## src/rtl/core_sequencer_pkg.sv

```systemverilog
// Shared types and constants for the core fetch/execute sequencer.
package core_sequencer_pkg;

    localparam int unsigned ADDR_W  = 16;
    localparam int unsigned DATA_W  = 16;
    localparam int unsigned INSTR_W = 32;
    localparam int unsigned OP_W    = 4;

    typedef enum logic [3:0] {
        ST_FETCH_HI = 4'd0,
        ST_FETCH_LO = 4'd1,
        ST_DECODE   = 4'd2,
        ST_EXEC     = 4'd3,
        ST_MEM_RD   = 4'd4,
        ST_WB       = 4'd5,
        ST_MEM_WR   = 4'd6,
        ST_HALT     = 4'd7,
        ST_FAULT    = 4'd8
    } seq_state_t;

    typedef enum logic [1:0] {
        WB_ALU  = 2'd0,
        WB_SRC2 = 2'd1,
        WB_LOAD = 2'd2
    } wb_sel_t;

    localparam logic [OP_W-1:0] OP_HLT = 4'b0000;
    localparam logic [OP_W-1:0] OP_MOV = 4'b0001;
    localparam logic [OP_W-1:0] OP_ALU = 4'b0010;
    localparam logic [OP_W-1:0] OP_CMP = 4'b0011;
    localparam logic [OP_W-1:0] OP_LDW = 4'b1000;
    localparam logic [OP_W-1:0] OP_STW = 4'b1001;

    // True for states that own the shared memory port.
    function automatic logic is_mem_state(input seq_state_t s);
        return (s == ST_FETCH_HI) || (s == ST_FETCH_LO) ||
               (s == ST_MEM_RD)   || (s == ST_MEM_WR);
    endfunction

endpackage

```

## src/rtl/core_sequencer_mem_wait_timer.sv

```systemverilog
// Counts consecutive unacknowledged request cycles and flags the limit.
module core_sequencer_mem_wait_timer #(
    parameter int unsigned WAIT_LIMIT = 8
) (
    input  logic clk,
    input  logic rst_n,
    input  logic req_i,
    input  logic ack_i,
    output logic expire_c
);

    localparam int unsigned CNT_W = (WAIT_LIMIT < 2) ? 1 : $clog2(WAIT_LIMIT + 1);

    logic [CNT_W-1:0] cnt_q;
    logic [CNT_W-1:0] cnt_d;
    logic             waiting_c;

    assign waiting_c = req_i && !ack_i;

    // Next count: clear on ack or idle, saturating increment while stalled.
    always_comb begin
        cnt_d = cnt_q;
        if (!waiting_c) begin
            cnt_d = '0;
        end else if (cnt_q != {CNT_W{1'b1}}) begin
            cnt_d = cnt_q + CNT_W'(1);
        end
    end

    // Counter register.
    always_ff @(posedge clk or negedge rst_n) begin
        if (!rst_n) begin
            cnt_q <= '0;
        end else begin
            cnt_q <= cnt_d;
        end
    end

    // Fires in the stalled cycle that completes WAIT_LIMIT waits; 0 disables.
    assign expire_c = (WAIT_LIMIT != 0) && waiting_c &&
                      (cnt_q == CNT_W'(WAIT_LIMIT - 1));

endmodule

```

## src/rtl/core_sequencer.sv

```systemverilog
// Multi-cycle fetch/decode/execute sequencer sharing one memory port
// between two-halfword instruction fetch and ldw/stw data accesses.
module core_sequencer
    import core_sequencer_pkg::*;
#(
    parameter logic [15:0] RESET_PC   = 16'h0000,
    parameter int unsigned WAIT_LIMIT = 8
) (
    input  logic                clk,
    input  logic                _reset,
    output logic                mem_req,
    output logic                mem_we,
    output logic [ADDR_W-1:0]   mem_addr,
    output logic [DATA_W-1:0]   mem_wdata,
    input  logic                mem_ack,
    input  logic [DATA_W-1:0]   mem_rdata,
    output logic [INSTR_W-1:0]  instr_word,
    output logic                instr_valid,
    input  logic [OP_W-1:0]     opcode,
    input  logic [ADDR_W-1:0]   data_addr,
    input  logic [DATA_W-1:0]   store_data,
    output logic                reg_we,
    output logic [1:0]          wb_sel,
    output logic [DATA_W-1:0]   load_data,
    output logic [ADDR_W-1:0]   pc,
    output logic                halted,
    output logic                fault
);

    seq_state_t           state_q, state_d;
    logic [ADDR_W-1:0]    pc_q, pc_d;
    logic [INSTR_W-1:0]   instr_q, instr_d;
    logic [ADDR_W-1:0]    daddr_q, daddr_d;
    logic [DATA_W-1:0]    sdata_q, sdata_d;
    logic [DATA_W-1:0]    load_q, load_d;

    logic                 mem_req_q;
    logic                 mem_we_q;
    logic [ADDR_W-1:0]    mem_addr_q;
    logic [DATA_W-1:0]    mem_wdata_q;
    logic                 instr_valid_q;
    logic                 halted_q;
    logic                 fault_q;

    logic                 reg_we_c;
    wb_sel_t              wb_sel_c;
    logic                 xfer_c;
    logic                 expire_c;

    // An ack only counts while our own request is actually on the port.
    assign xfer_c = mem_req_q && mem_ack;

    // Stall watchdog on the memory handshake.
    core_sequencer_mem_wait_timer #(
        .WAIT_LIMIT (WAIT_LIMIT)
    ) u_wait_timer (
        .clk      (clk),
        .rst_n    (_reset),
        .req_i    (mem_req_q),
        .ack_i    (mem_ack),
        .expire_c (expire_c)
    );

    // Next-state, datapath updates and execute-stage strobes.
    always_comb begin
        state_d  = state_q;
        pc_d     = pc_q;
        instr_d  = instr_q;
        daddr_d  = daddr_q;
        sdata_d  = sdata_q;
        load_d   = load_q;
        reg_we_c = 1'b0;
        wb_sel_c = WB_ALU;

        case (state_q)
            ST_FETCH_HI: begin
                if (xfer_c) begin
                    instr_d[31:16] = mem_rdata;
                    pc_d           = pc_q + 16'd1;
                    state_d        = ST_FETCH_LO;
                end
            end
            ST_FETCH_LO: begin
                if (xfer_c) begin
                    instr_d[15:0] = mem_rdata;
                    pc_d          = pc_q + 16'd1;
                    state_d       = ST_DECODE;
                end
            end
            ST_DECODE: begin
                state_d = ST_EXEC;
            end
            ST_EXEC: begin
                case (opcode)
                    OP_MOV: begin
                        reg_we_c = 1'b1;
                        wb_sel_c = WB_SRC2;
                        state_d  = ST_FETCH_HI;
                    end
                    OP_ALU: begin
                        reg_we_c = 1'b1;
                        wb_sel_c = WB_ALU;
                        state_d  = ST_FETCH_HI;
                    end
                    OP_CMP: begin
                        state_d = ST_FETCH_HI;
                    end
                    OP_LDW: begin
                        daddr_d = data_addr;
                        state_d = ST_MEM_RD;
                    end
                    OP_STW: begin
                        daddr_d = data_addr;
                        sdata_d = store_data;
                        state_d = ST_MEM_WR;
                    end
                    OP_HLT: begin
                        state_d = ST_HALT;
                    end
                    default: begin
                        state_d = ST_FETCH_HI;
                    end
                endcase
            end
            ST_MEM_RD: begin
                if (xfer_c) begin
                    load_d  = mem_rdata;
                    state_d = ST_WB;
                end
            end
            ST_WB: begin
                reg_we_c = 1'b1;
                wb_sel_c = WB_LOAD;
                state_d  = ST_FETCH_HI;
            end
            ST_MEM_WR: begin
                if (xfer_c) begin
                    state_d = ST_FETCH_HI;
                end
            end
            ST_HALT: begin
                state_d = ST_HALT;
            end
            ST_FAULT: begin
                state_d = ST_FAULT;
            end
            default: begin
                state_d = ST_FAULT;
            end
        endcase

        if (expire_c) begin
            state_d = ST_FAULT;
        end
    end

    // State and datapath registers.
    always_ff @(posedge clk or negedge _reset) begin
        if (!_reset) begin
            state_q <= ST_FETCH_HI;
            pc_q    <= RESET_PC;
            instr_q <= '0;
            daddr_q <= '0;
            sdata_q <= '0;
            load_q  <= '0;
        end else begin
            state_q <= state_d;
            pc_q    <= pc_d;
            instr_q <= instr_d;
            daddr_q <= daddr_d;
            sdata_q <= sdata_d;
            load_q  <= load_d;
        end
    end

    // Port-side outputs registered from the next state; reset clears the
    // request, so the first fetch request appears one cycle after release.
    always_ff @(posedge clk or negedge _reset) begin
        if (!_reset) begin
            mem_req_q     <= 1'b0;
            mem_we_q      <= 1'b0;
            mem_addr_q    <= RESET_PC;
            mem_wdata_q   <= '0;
            instr_valid_q <= 1'b0;
            halted_q      <= 1'b0;
            fault_q       <= 1'b0;
        end else begin
            mem_req_q     <= is_mem_state(state_d);
            mem_we_q      <= (state_d == ST_MEM_WR);
            mem_addr_q    <= ((state_d == ST_MEM_RD) || (state_d == ST_MEM_WR)) ? daddr_d : pc_d;
            mem_wdata_q   <= sdata_d;
            instr_valid_q <= (state_d == ST_DECODE);
            halted_q      <= (state_d == ST_HALT) || (state_d == ST_FAULT);
            fault_q       <= (state_d == ST_FAULT);
        end
    end

    assign mem_req     = mem_req_q;
    assign mem_we      = mem_we_q;
    assign mem_addr    = mem_addr_q;
    assign mem_wdata   = mem_wdata_q;
    assign instr_word  = instr_q;
    assign instr_valid = instr_valid_q;
    assign reg_we      = reg_we_c;
    assign wb_sel      = wb_sel_c;
    assign load_data   = load_q;
    assign pc          = pc_q;
    assign halted      = halted_q;
    assign fault       = fault_q;

endmodule

```

## config.mk

```make
export PLATFORM = sky130hd
export DESIGN_NAME = core_sequencer
export DESIGN_NICKNAME = d
export VERILOG_FILES = /design/src/rtl/core_sequencer_pkg.sv /design/src/rtl/core_sequencer_mem_wait_timer.sv /design/src/rtl/core_sequencer.sv
export SDC_FILE = /design/constraint.sdc
export NUM_CORES = 1
export LEC_CHECK = 0
export CELL_PAD_IN_SITES_DETAIL_PLACEMENT = 1
export CELL_PAD_IN_SITES_GLOBAL_PLACEMENT = 1
export CORE_MARGIN = 1
export CORE_UTILIZATION = 40
export CTS_CLUSTER_DIAMETER = 40
export DETAILED_ROUTE_END_ITERATION = 16
export PLACE_DENSITY = 0.87
export SLEW_MARGIN = 10
export SYNTH_ARGS = -nofsm -noshare
export SYNTH_HDL_FRONTEND = slang
export SYNTH_SLANG_ARGS = --single-unit
```

## constraint.sdc

```tcl
create_clock -name clk -period 7 [get_ports clk]
set_input_delay 1.05 -clock clk [delete_from_list [all_inputs] [get_ports clk]]
set_output_delay 1.05 -clock clk [all_outputs]
set_load 0.1 [all_outputs]
```

==> impl_metrics.tcl <==
set metrics [dict create \
    detailedRoute.firstPassIterationCount 4 \
    timing_hold_violations_final 0 \
    synthFlopType "sky130_fd_sc_hd__dfrtp_1" \
    clock.fmax_mhz 211 \
    final.setup_skew_ns 0.0103 \
    syn-instance-count 345 \
    cp_max_fo 4 \
    drt_iter0_drc 104 \
    standard_cell_row_count 40 \
    drc 0 \
    grt.overflow.total 0 \
    layout-drive-gt1-share_pct 25.8 \
    syn_area_per_cell_um2 14.8 \
    clock_sinks 125 \
    netlist.area_leader.share_pct 61.2 \
    viasPerCell 4.98 \
    post_synth_most_frequent_cells "sky130_fd_sc_hd__dfrtp_1 (125), sky130_fd_sc_hd__mux2_2 (78), sky130_fd_sc_hd__mux2_4 (19), sky130_fd_sc_hd__nor2_1 (15), sky130_fd_sc_hd__nand2_1 (14)" \
    io_buffers 158 \
    synth.area.top_cells "sky130_fd_sc_hd__dfrtp_1 (61%), sky130_fd_sc_hd__mux2_2 (17%), sky130_fd_sc_hd__mux2_4 (5.6%)" \
    area_of_combinational_cells_with_multiple_inputs_um2 1880 \
    worstPathArrival_ns 3.69 \
    cts.repair.resized 0 \
    min_clock_period_post_route_ns 4.74 \
    share_of_flip_flops_with_an_asynchronous_set_or_reset_after_synthesis_pct 100 \
    synth-warning-count 0 \
    gp_congestion 0.832 \
    post-cts-setup-buffer-count 0 \
    critical_path.endpoint_type "output pin" \
    synth_edf_count 0 \
    ff_latch_area_um2 3130 \
    design.die.area_um2 13200 \
    synth_cell_types 43 \
    slew_viol_final 0 \
    groute.usage.overall_pct 22.5 \
    die-height_um 115 \
    timing.max_cap.violations 0 \
    maxSlewHeadroom_pct 30.8 \
    setup_failing_eps_final 0 \
    antenna-diode-count 0 \
    cts_htree_levels 4 \
    worst_setup_start_kind "input port" \
    postSynthNetCount 402 \
    area_growth_pct 44.8 \
    grt_start_max_net_pins 76 \
    tritoncts "done" \
    synth-seq-area-share_pct 61.2 \
    worst_slew_pin_slew_ns 1.03 \
    clk_transition_reported_paths_ns 0.05 \
    clk_root_buffer_cell "sky130_fd_sc_hd__clkbuf_16" \
    finish.net_count 568 \
    status "complete, no violations" \
    cts-hold-fix-buffers 0 \
    tritoncts.num_buffers 17 \
    fillerInstances 1200 \
    flops_latches_synth 125 \
    antenna_viol_nets_final 0 \
    period_share_pct 67.7 \
    timing.hold.worst.class "reg2reg" \
    yosys.cell_count.top_type "sky130_fd_sc_hd__dfrtp_1" \
    core_region_area_um2 12200 \
    number_of_global_route_vias_before_repair 3994 \
    routedWlPerCell_um 20.1 \
    setup_tns_ns 0 \
    pin_count 159 \
    antenna_found_initial 0 \
    initial_core_util_pct 41.8 \
    syn_area_um2 5110 \
    clock_path_buffers 2 \
    grt_pass1_wl_mm 21.8 \
    insertion_delay_to_the_later_sink_of_the_worst_skew_pair_ns 0.42 \
    finalWirelength_mm 13.9 \
    dp_hpwl_mm 9.84 \
    synth_top_area_cell "sky130_fd_sc_hd__dfrtp_1" \
    num_vias 3442 \
    crit_required_ns 5.95 \
    critical_path_class "in2out" \
    unrepaired_setup_endpoints_after_global_routing "no" \
    die_x_um 115 \
]
[flip-flops by register name, summed over array words and instances (netlist names)]
register and count:
instr_word 32, mem_req 1, fault 1, state_q 4
instr_valid 1, u_wait_timer.cnt_q 4, mem_addr 16, load_data 16
mem_we 1, daddr_q 16, halted 1, mem_wdata 16
pc 16
[worst max-delay path, stage by stage]
cell and delay (ns):
sky130_fd_sc_hd__clkdlybuf4s50_1 0.40, sky130_fd_sc_hd__or3b_4 0.42, sky130_fd_sc_hd__or3_2 0.51, sky130_fd_sc_hd__nor2_1 0.14
sky130_fd_sc_hd__clkdlybuf4s50_1 1.15
[cell usage in the layout (no fill, tap or decap), types with 3 or more instances in the layout]
| master | netlist | layout |
|---|---|---|
| sky130_fd_sc_hd__nor3_1 | 5 | 5 |
| sky130_fd_sc_hd__dfrtp_1 | 125 | 125 |
| sky130_fd_sc_hd__a211oi_1 | 4 | 4 |
| sky130_fd_sc_hd__clkbuf_8 | 0 | 3 |
| sky130_fd_sc_hd__and4_1 | 4 | 4 |
| sky130_fd_sc_hd__nand2b_1 | 3 | 3 |
| sky130_fd_sc_hd__inv_1 | 3 | 3 |
| sky130_fd_sc_hd__mux2_4 | 19 | 19 |
| sky130_fd_sc_hd__nand4_1 | 3 | 3 |
| sky130_fd_sc_hd__buf_4 | 0 | 3 |
| sky130_fd_sc_hd__nor2_1 | 15 | 15 |
| sky130_fd_sc_hd__mux2_2 | 78 | 78 |
| sky130_fd_sc_hd__nand3_1 | 8 | 8 |
| sky130_fd_sc_hd__clkbuf_1 | 5 | 4 |
| sky130_fd_sc_hd__nand2_1 | 14 | 14 |
| sky130_fd_sc_hd__clkbuf_16 | 0 | 17 |
| sky130_fd_sc_hd__clkinv_2 | 0 | 4 |
| sky130_fd_sc_hd__and3_1 | 3 | 3 |
| sky130_fd_sc_hd__xor2_1 | 6 | 6 |
| sky130_fd_sc_hd__clkdlybuf4s50_1 | 0 | 157 |
| sky130_fd_sc_hd__xnor2_1 | 12 | 12 |
| sky130_fd_sc_hd__a21oi_1 | 3 | 3 |
[metal layers]
| layer | vias to the layer above | part of all wire (%) | global-route usage (%) |
|---|---|---|---|
| li1 | 1549 | - | - |
| met4 | 0 | 1.6 | 8.74 |
| met1 | 1749 | 38 | 24.0 |
| met3 | 19 | 8.2 | 9.70 |
| met5 | - | 0 | 0 |
| met2 | 125 | 52 | 39.4 |
[path summary, 6_finish.rpt]
check / from / to / slack (ns) / cells after the start
max: opcode[2] / wb_sel[0] / 2.26 / 5
min: daddr_q[0] / daddr_q[0] / 0.49 / 1
max reg2reg: state_q[1] / mem_addr[2] / 4.13 / 4
min reg2reg: daddr_q[0] / daddr_q[0] / 0.49 / 1
max in group asynchronous: _reset / daddr_q[14] / 5.05 / 2
min in group asynchronous: _reset / fault / 0.79 / 1
[through the flow]
step | utilization (%) | cells | hold WS [ns] | cell area, um2 | worst slack [ns]
floorplan | - | 345 | 0.467 | 5110 | 2.72
CTS | 60.6 | 691 | 0.494 | 7400 | 2.27
global placement | 55.9 | 660 | 0.476 | 6830 | 2.30
global route | 60.6 | 691 | 0.504 | 7400 | 2.19
finish | 60.6 | 691 | 0.490 | 7400 | 2.26
detailed placement | 55.9 | 660 | 0.484 | 6830 | 2.27
[area by class of cell]
class / instances / area share [%]
flip-flops and latches: 125 / 42.3
multi-input cells: 204 / 25.5
repair buffers: 160 / 21.5
clock buffers: 24 / 6.51
well taps: 168 / 2.84
clock inverters: 7 / 1.18
inverters: 3 / 0.152
[cells by family after synthesis]
group / count (synthesis) / synth area share, %
DFF: 125 / 61.2
muxes: 98 / 23.0
and+or+nand+nor: 70 / 7.94
xor gates and xnor gates: 18 / 3.09
AOI/OAI and AO/OA: 16 / 2.40
buffers and inverters: 16 / 1.89
adders and majority gates: 2 / 0.490
Power is left out: the tool's default activity adds up to more than one toggle a clock period on the data nets, which glitch-free logic cannot reach.
